--- config.mk ---
export PLATFORM = sky130hd
export DESIGN_NAME = vram_scanout_arbiter
export DESIGN_NICKNAME = d
export VERILOG_FILES = /design/src/rtl/vram_scanout_arbiter.sv
export SDC_FILE = /design/constraint.sdc
export NUM_CORES = 1
export LEC_CHECK = 0
export ABC_AREA = 0
export CAP_MARGIN = 20
export CELL_PAD_IN_SITES_DETAIL_PLACEMENT = 0
export CELL_PAD_IN_SITES_GLOBAL_PLACEMENT = 1
export CORE_ASPECT_RATIO = 1.2
export CORE_MARGIN = 1.5
export CORE_UTILIZATION = 31
export DETAILED_ROUTE_END_ITERATION = 7
export GPL_TIMING_DRIVEN = 0
export HOLD_SLACK_MARGIN = 0.02
export PLACE_DENSITY = 0.92
export REMOVE_ABC_BUFFERS = 1
export SLEW_MARGIN = 5
export SYNTH_ARGS = -nofsm -noshare
export SYNTH_HDL_FRONTEND = slang
export SYNTH_SLANG_ARGS = --single-unit
export TNS_END_PERCENT = 20
--- constraint.sdc ---
create_clock -name i_clk -period 4.6 [get_ports i_clk]
set_input_delay 0.46 -clock i_clk [delete_from_list [all_inputs] [get_ports i_clk]]
set_output_delay 0.46 -clock i_clk [all_outputs]
set_load 0.02 [all_outputs]
--- src/rtl/vram_scanout_arbiter.sv ---
// Shares a single-port sync-read VRAM between 1 bpp scan-out and a CPU requester.
// Latency: video slot -> pixel 8k is 2 cycles; CPU read ack -> rvalid is 1 cycle.
// Backpressure: video slots always win; CPU req is held until o_cpu_ack, worst-case wait 1 cycle.
//
// Ports:
//   i_clk, i_rst_n         pixel clock, synchronous active-low reset
//   i_hpos, i_vpos         raster position from the sync generator
//   o_pixel                pixel for the current position, 0 outside the visible area
//   i_cpu_*/o_cpu_*        CPU request (held until ack), read return (rvalid pulse)
//   o_ram_*/i_ram_rdata    VRAM port, read data one cycle after the address
module vram_scanout_arbiter #(
   parameter int H_VISIBLE  = 640,
   parameter int H_TOTAL    = 800,
   parameter int V_VISIBLE  = 480,
   parameter int V_TOTAL    = 525,
   parameter int ADDR_WIDTH = 16,
   parameter int DATA_WIDTH = 8
) (
   input  logic                  i_clk,
   input  logic                  i_rst_n,
   input  logic [9:0]            i_hpos,
   input  logic [9:0]            i_vpos,
   output logic                  o_pixel,
   input  logic                  i_cpu_req,
   input  logic                  i_cpu_we,
   input  logic [ADDR_WIDTH-1:0] i_cpu_addr,
   input  logic [DATA_WIDTH-1:0] i_cpu_wdata,
   output logic                  o_cpu_ack,
   output logic [DATA_WIDTH-1:0] o_cpu_rdata,
   output logic                  o_cpu_rvalid,
   output logic [ADDR_WIDTH-1:0] o_ram_addr,
   output logic                  o_ram_we,
   output logic [DATA_WIDTH-1:0] o_ram_wdata,
   input  logic [DATA_WIDTH-1:0] i_ram_rdata
);

   localparam logic [9:0] HVIS          = 10'(H_VISIBLE);
   localparam logic [9:0] VVIS          = 10'(V_VISIBLE);
   localparam logic [9:0] HPOS_LAST_MID = 10'(H_VISIBLE - 10);
   localparam logic [9:0] HPOS_K0       = 10'(H_TOTAL - 2);
   localparam logic [9:0] HPOS_LINE_END = 10'(H_TOTAL - 1);
   localparam logic [9:0] VPOS_PRE_LAST = 10'(V_VISIBLE - 2);
   localparam logic [9:0] VPOS_LAST     = 10'(V_TOTAL - 1);
   localparam logic [ADDR_WIDTH-1:0] VADDR_LAST = ADDR_WIDTH'(H_VISIBLE / 8 * V_VISIBLE - 1);
   localparam logic [ADDR_WIDTH-1:0] VADDR_ONE  = ADDR_WIDTH'(1);

   logic [ADDR_WIDTH-1:0] r_vaddr;
   logic [DATA_WIDTH-1:0] r_load;
   logic [DATA_WIDTH-1:0] r_shift;
   logic                  r_vid_rd;
   logic                  r_cpu_rd;
   logic                  r_frame_ok;

   logic                  slot_mid;
   logic                  slot_k0;
   logic                  frame_start;
   logic                  vid_slot;
   logic                  load_now;
   logic [ADDR_WIDTH-1:0] vid_addr;
   logic [DATA_WIDTH-1:0] load_word;

   // Word k is fetched two pixels ahead of its first pixel; word 0 of a line
   // is fetched at the end of the previous line (line V_TOTAL-1 for line 0).
   always_comb begin
      slot_mid    = (i_hpos[2:0] == 3'd6) && (i_hpos <= HPOS_LAST_MID) && (i_vpos < VVIS);
      slot_k0     = (i_hpos == HPOS_K0) && ((i_vpos == VPOS_LAST) || (i_vpos <= VPOS_PRE_LAST));
      frame_start = (i_hpos == HPOS_K0) && (i_vpos == VPOS_LAST);
      vid_slot    = slot_mid || slot_k0;
      // The frame-start slot reads word 0 directly so the counter can reload in parallel.
      vid_addr    = frame_start ? '0 : r_vaddr;
      // Shift register reloads on the last pixel before each word boundary.
      load_now    = ((i_hpos[2:0] == 3'd7) && (i_hpos < HVIS)) || (i_hpos == HPOS_LINE_END);
      // The fetched word arrives in the same cycle it must be loaded, so bypass r_load.
      load_word   = r_vid_rd ? i_ram_rdata : r_load;
   end

   always_comb begin
      o_cpu_ack    = i_rst_n && i_cpu_req && !vid_slot;
      o_ram_addr   = vid_slot ? vid_addr : i_cpu_addr;
      o_ram_we     = o_cpu_ack && i_cpu_we;
      o_ram_wdata  = i_cpu_wdata;
      o_cpu_rdata  = i_ram_rdata;
      o_cpu_rvalid = r_cpu_rd;
      o_pixel      = r_shift[DATA_WIDTH-1] && (i_hpos < HVIS) && (i_vpos < VVIS);
   end

   always_ff @(posedge i_clk) begin
      if (!i_rst_n) begin
         r_vaddr    <= '0;
         r_load     <= '0;
         r_shift    <= '0;
         r_vid_rd   <= 1'b0;
         r_cpu_rd   <= 1'b0;
         r_frame_ok <= 1'b0;
      end else begin
         // Until a frame start has been seen the address counter is meaningless,
         // so fetched words are discarded and the screen stays dark.
         r_vid_rd <= vid_slot && (r_frame_ok || frame_start);
         r_cpu_rd <= o_cpu_ack && !i_cpu_we;

         if (frame_start) begin
            r_vaddr    <= VADDR_ONE;
            r_frame_ok <= 1'b1;
         end else if (vid_slot && r_frame_ok && (r_vaddr != VADDR_LAST)) begin
            r_vaddr <= r_vaddr + VADDR_ONE;
         end

         if (r_vid_rd)
            r_load <= i_ram_rdata;

         if (load_now)
            r_shift <= load_word;
         else
            r_shift <= {r_shift[DATA_WIDTH-2:0], 1'b0};
      end
   end

endmodule

==> results of run 1 <==
-- power by group through the flow --
| stage | logic, uW | clock network [uW] | registers, uW |
|---|---|---|---|
| final | 115 | 223 | 306 |
| after global routing | 124 | 244 | 306 |
| after CTS | 116 | 228 | 306 |
| after detailed placement | 115 | 0 | 313 |
| after global placement | 113 | 0 | 313 |
| after floorplan | 33.3 | 0 | 313 |
-- cell families after synthesis --
| group | Yosys count |
|---|---|
| compound gates | 54 |
| xor+xnor | 10 |
| fa+ha+maj | 1 |
| buf+inv | 28 |
| flops | 35 |
| mux | 8 |
| simple gates | 118 |
-- stage by stage --
step,TNS [ns],util
5_1_grt,0,0.455
2_1_floorplan,0,-
6_report,0,0.455
4_1_cts,0,0.454
3_3_place_gp,-0.394,0.437
3_5_place_dp,0,0.439
-- final timing paths --
check | end | depth (start not counted) | slack [ns]
hold / removal | r_shift[7] | 1 | 0.47
setup / recovery | o_ram_we | 8 | 1.00
setup reg to reg | r_vaddr[13] | 7 | 2.32
hold reg to reg | r_shift[7] | 1 | 0.47
-- cell type report --
class	instances	area (um2)
Tap cell	82	103
Clock buffer	6	82.6
Sequential cell	35	701
Multi-Input combinational cell	191	1140
Fill cell	609	3360
Timing Repair Buffer	77	773
Inverter	1	3.75
Clock inverter	1	5.00
-- critical path, delay by kind of cell --
family / cells / cell delay [ns]
buffers and inverters: 2 / 1.10
AOI/OAI and AO/OA: 2 / 0.54
and+or+nand+nor: 4 / 1.03
-- registers in the layout, summed over array words and instances (netlist names) --
register / cells
r_load: 8
o_cpu_rvalid: 1
r_frame_ok: 1
r_vid_rd: 1
r_shift: 8
r_vaddr: 16
-- layer usage --
metal | wire, um | GRT usage | vias up
li1 | - | - | 986
met1 | 2110 | 0.163 | 849
met2 | 2350 | 0.248 | 56
met3 | 246 | 0.0452 | 4
met4 | 21 | 0.0324 | 0
met5 | 0 | 0 | -
-- cells in the final DEF, fill, tap and decap left out, drive strengths merged, types with 2 or more instances in the layout --
| cell type | instances |
|---|---|
| clkdlybuf4s50 | 75 |
| nand2 | 54 |
| dfxtp | 35 |
| o21ai | 24 |
| nor2 | 14 |
| a21oi | 12 |
| nor2b | 12 |
| nand3 | 8 |
| mux2i | 8 |
| o211a | 8 |
| and3 | 7 |
| xnor2 | 7 |
| clkbuf | 6 |
| nand4 | 4 |
| or3 | 3 |
| or4 | 3 |
| xor2 | 3 |
| nor4 | 3 |
| nor3 | 2 |
| and2 | 2 |
| or4b | 2 |
| o31ai | 2 |
| a21boi | 2 |
| a211oi | 2 |
| buf | 2 |
==> out/metrics.cfg, run 1 <==
[pwr]
power_density_mw_per_mm2 = 229
finalPower_uw = 643
p_int_uw = 490
netSwitchingFraction = 0.238
combPwrFrac = 0.178
seqPwrFrac = 0.476
switching_power_uw = 153
clkPwrFrac = 0.346
vdd_drop_max_mv = 0.180
p_leak_uw = 0.00103

[global_routing]
grt_pass1_vias = 1769
grt_start_max_net_pins = 23
grt_pass1_wl_um = 7980
grt_overflow = 0
grt_usage = 0.140
grt_antenna_before_repair = 0

[setup_path]
startpoint = i_vpos[6]
cpMostUsedCell = clkdlybuf4s50_1
crit_fanout = 15
max_stage_delay_ns = 0.60
critPathSlowestCell = clkdlybuf4s50_1
cp-end-kind = output port
r2r_start = r_vaddr[11]
worstPathArrival_ns = 3.14
required_ns = 4.14
critPathLaunchType = primary input
critPathKind = in2out
cp_cell_sequence = clkdlybuf4s50_1 -> a41oi_1 -> o21ai_0 -> nor2_1 -> nor2b_2 -> and3_1 -> and2_1 -> clkdlybuf4s50_1

[yosys]
synth-edff-count = 0
syn-instance-count = 254
yosysSeqAreaShare = 0.349
synth_area_leaders = dfxtp_1, nand2_1, buf_4
synth-compound-area-share = 0.172
synth.most_common_cell = nand2_1
synthDistinctLibCells = 42
yosysTopAreaCell = dfxtp_1
synth_area_per_cell_um2 = 7.91
synthAdderAreaFrac = 0.00623
synthXorXnorAreaFrac = 0.0436
synth_common_cells = nand2_1, dfxtp_1, o21ai_0, buf_4, nor2_1
synth.mux.area_fraction = 0.0399
synth_top_family_by_area = simple AND/OR/NAND/NOR gates
ys_warn_count = 0
syn_area_mm2 = 0.00201
yosys_most_used_dff = dfxtp_1
ys_seq_elements = 35
synth.top_cell.area_share = 0.349
synth-simple-area-share = 0.303
async_flop_share = 0

[sta]
timing.slew.headroom = 0.585
finalSetupViolations = 0
final.setup_skew_ns = 0.00457
min_period_over_period = 0.782
fin_crit_ns = 3.60
fmax_ghz = 0.278
rsz0062_at_grt = false
hold_viol = 0
worst_slew_pin_slew_ns = 0.623
hold-worst-slack_ns = 0.473
finalMaxSlewViolations = 0
setup_ws_ns = 1.00

[floorplanning]
rows = 31
die_area_mm2 = 0.00698
die_height_um = 91.2
die_x_um = 76.5
io_pins = 92
start_util = 0.326
core-area_mm2 = 0.00617

[clocking]
numCtsBuffers = 5
cts-htree-levels = 2
cts_tree = built
clk_pin_slew_ns = 0.07
cts_resized = 0
cts_hold_buffers = 0
clock-sinks = 35
max-clock-path-buffers = 2
post_cts_buffers = 0
root_buffer = clkbuf_8
clk_latency_ns = 0.28

[detailed_routing]
drc = 0
dr.first_iter.drc_count = 48
ant_nets = 0
wl_per_cell_um = 12.0
vias_per_cell = 4.82
vias = 1895
routed_wl_um = 4720
drt_pass1_iterations = 5

[place]
dp.cells = 385
portBuffers = 75
dpl_cell_area_mm2 = 0.00271
pre_cts_ws_ns = 0.926
place_hpwl_um = 3550
gp_congestion = 0.808

[layout]
diodes = 0
nets = 368
syn_to_final_growth_pct = 39.6
finalInstanceArea_mm2 = 0.00281
layout-drive-gt1-share = 0.0579
layoutNonFillerInstCount = 393

[min_path]
min-delay-start = r_shift[6]
min_path_type = reg2reg

[outcome]
status = complete, no violations

[flow_run]
max-cap-violations = 0

Power figures use the tool's default switching activity.
==> inputs of run 2 (changes only) <==
--- a/config.mk
+++ b/config.mk
@@ -11,11 +11,11 @@
 export CELL_PAD_IN_SITES_GLOBAL_PLACEMENT = 1
 export CORE_ASPECT_RATIO = 1.2
 export CORE_MARGIN = 1.5
-export CORE_UTILIZATION = 31
+export CORE_UTILIZATION = 26
 export DETAILED_ROUTE_END_ITERATION = 7
 export GPL_TIMING_DRIVEN = 0
 export HOLD_SLACK_MARGIN = 0.02
-export PLACE_DENSITY = 0.92
+export PLACE_DENSITY = 0.83
 export REMOVE_ABC_BUFFERS = 1
 export SLEW_MARGIN = 5
 export SYNTH_ARGS = -nofsm -noshare
==> constraint.sdc (replaced) <==
create_clock -name i_clk -period 3.2 [get_ports i_clk]
set_input_delay 0.32 -clock i_clk [delete_from_list [all_inputs] [get_ports i_clk]]
set_output_delay 0.32 -clock i_clk [all_outputs]
set_load 0.02 [all_outputs]
==> run 2 against run 1 <==
Sequential cell count is the same. Sequential power up 44%. Setup slack worse by 0.99 ns. Via count shrank 1.7%. Register-to-register slack got worse by 1.4 ns. Final area is 2.4% higher. Clock skew fell by 0.0025 ns. Worst hold slack improved by 0.0052 ns. Critical path depth is 1 higher.
==> out/metrics.cfg, run 2 (synthesized netlist as in run 1, its figures left out) <==
[setup_path]
rrSetupSlack_ns = 0.96
r2r-end = r_vaddr[11]
r2r_start = r_vaddr[11]
critPathKind = in2out
required_ns = 2.88
worstPathArrival_ns = 2.87
crit_fanout = 24
cp-end-kind = output port
ff2ff_path_depth = 7
critPathLaunchType = primary input

[detailed_routing]
routed_wl_um = 4890
dr.first_iter.drc_count = 57
wl_per_cell_um = 12.2
ant_nets = 0
drt_pass1_iterations = 4
drc = 0
vias = 1863
vias_per_cell = 4.65

[clocking]
root_buffer = clkbuf_8
post_cts_buffers = 0
max-clock-path-buffers = 2
clk_pin_slew_ns = 0.07
clk_latency_ns = 0.27
numCtsBuffers = 5
clock-sinks = 35
cts-htree-levels = 2
cts_tree = built

[place]
place_hpwl_um = 3670
gp_congestion = 0.810
dp.cells = 393
portBuffers = 75

[sta]
finalSetupViolations = 0
timing.slew.headroom = 0.594
hold_viol = 0
rsz0062_at_grt = true
min_period_over_period = 0.996
worst_slew_pin_slew_ns = 0.607
finalMaxSlewViolations = 0
fmax_ghz = 0.314
fin_crit_ns = 3.19
final.setup_skew_ns = 0.00206

[pwr]
vdd_drop_max_mv = 0.232
seqPwrFrac = 0.477
p_int_uw = 703
p_leak_uw = 0.00114
switching_power_uw = 219
combPwrFrac = 0.179
clkPwrFrac = 0.344
netSwitchingFraction = 0.237
power_density_mw_per_mm2 = 321

[layout]
fillCellCount = 782
diodes = 0
layout-drive-gt1-share = 0.0675
largestRegisters = r_vaddr x16, r_load x8, r_shift x8
nets = 368
regMostFlops = r_vaddr
layout_common_cells = clkdlybuf4s50_1, nand2_1, dfxtp_1
layout_commonest_cell = clkdlybuf4s50_1
layoutNonFillerInstCount = 401
largest_reg_flops = 16
final_core_util = 0.390
syn_to_final_growth_pct = 43.0

[global_routing]
grt_pass1_vias = 1890
grt_start_max_net_pins = 25
grt_pass1_wl_um = 8400
grt_antenna_before_repair = 0
grt_overflow = 0
grt_usage = 0.122

[floorplanning]
rows = 34
start_util = 0.273
die_x_um = 83.3
core-area_mm2 = 0.00736
die_area_mm2 = 0.00827
io_pins = 92
die_height_um = 99.3

[min_path]
min_path_type = reg2reg
holdPathStages = 1
hold_path_end = r_shift[4]
min-delay-start = r_shift[3]

[outcome]
status = complete, no violations

[flow_run]
max-cap-violations = 0

[run 2: cell types whose count changed in the layout (fill, tap and decap cells not counted), sizes merged]
cell           delta
dlygate4sd2       +2
dlymetal6s2s     +10
clkdlybuf4s50    -12
[run 2: per-layer routing]
metal | part of all wire | GRT usage | vias to the layer above
li1 | - | - | 987
met5 | 0 | 0 | -
met1 | 0.45 | 0.144 | 816
met3 | 0.062 | 0.0365 | 4
met4 | 0.0053 | 0.0295 | 0
met2 | 0.48 | 0.216 | 56
[run 2: how the worst max path moves through the flow]
stage,slack [ns],start,to,cells after the start
6_report,0.01,i_vpos[7],o_ram_addr[9],9
5_1_grt,-0.17,i_vpos[7],o_ram_addr[9],9
4_1_cts,0.003,i_vpos[7],o_ram_addr[2],9
3_5_place_dp,-0.25,i_vpos[5],o_ram_we,8
3_3_place_gp,-1.41,i_vpos[5],o_ram_we,8
2_1_floorplan,0.30,i_vpos[5],o_ram_we,6
[run 2: power groups by stage]
stage	Sequential [uW]	Combinational [uW]	Clock, uW
2_1_floorplan	450	47.8	0
3_3_place_gp	450	164	0
3_5_place_dp	450	166	0
4_1_cts	440	168	332
5_1_grt	440	178	355
6_report	440	165	317
[run 2: worst max-delay path: stages]
cell	delay [ns]
clkdlybuf4s50_1	0.53
nand3_1	0.11
or3_1	0.37
a211oi_2	0.28
o21ai_1	0.10
nor2b_4	0.19
buf_16	0.18
o21ai_0	0.15
clkdlybuf4s50_1	0.62
[run 2: stage by stage]
step	TNS, ns	total power (uW)	instance area, um2	hold WS (ns)	setup WS (ns)
after floorplan	0	498	1840	0.392	0.304
after global placement	-23.64	614	2700	0.452	-1.41
after detailed placement	-3.39	616	2730	0.465	-0.249
after CTS	0	940	2840	0.483	0.00340
after global routing	-0.343	973	2870	0.496	-0.170
final	0	922	2870	0.478	0.0123
[run 2: layout make-up]
cell class	instances	area, um2	share of cell area
tap	90	113	0.0392
timing repair buffer	77	808	0.281
sequential	35	701	0.244
multi-input combinational	191	1160	0.404
clock buffer	6	82.6	0.0287
inverter	1	3.75	0.00131
clock inverter	1	5.00	0.00174
[run 2: timing repair]
| item | 4_1_cts | 5_1_grt |
|---|---|---|
| resized for setup | 6 | 10 |
| pin swaps | 0 | 1 |
| setup endpoints to repair | 18 | 15 |
| hold buffers | 0 | 0 |
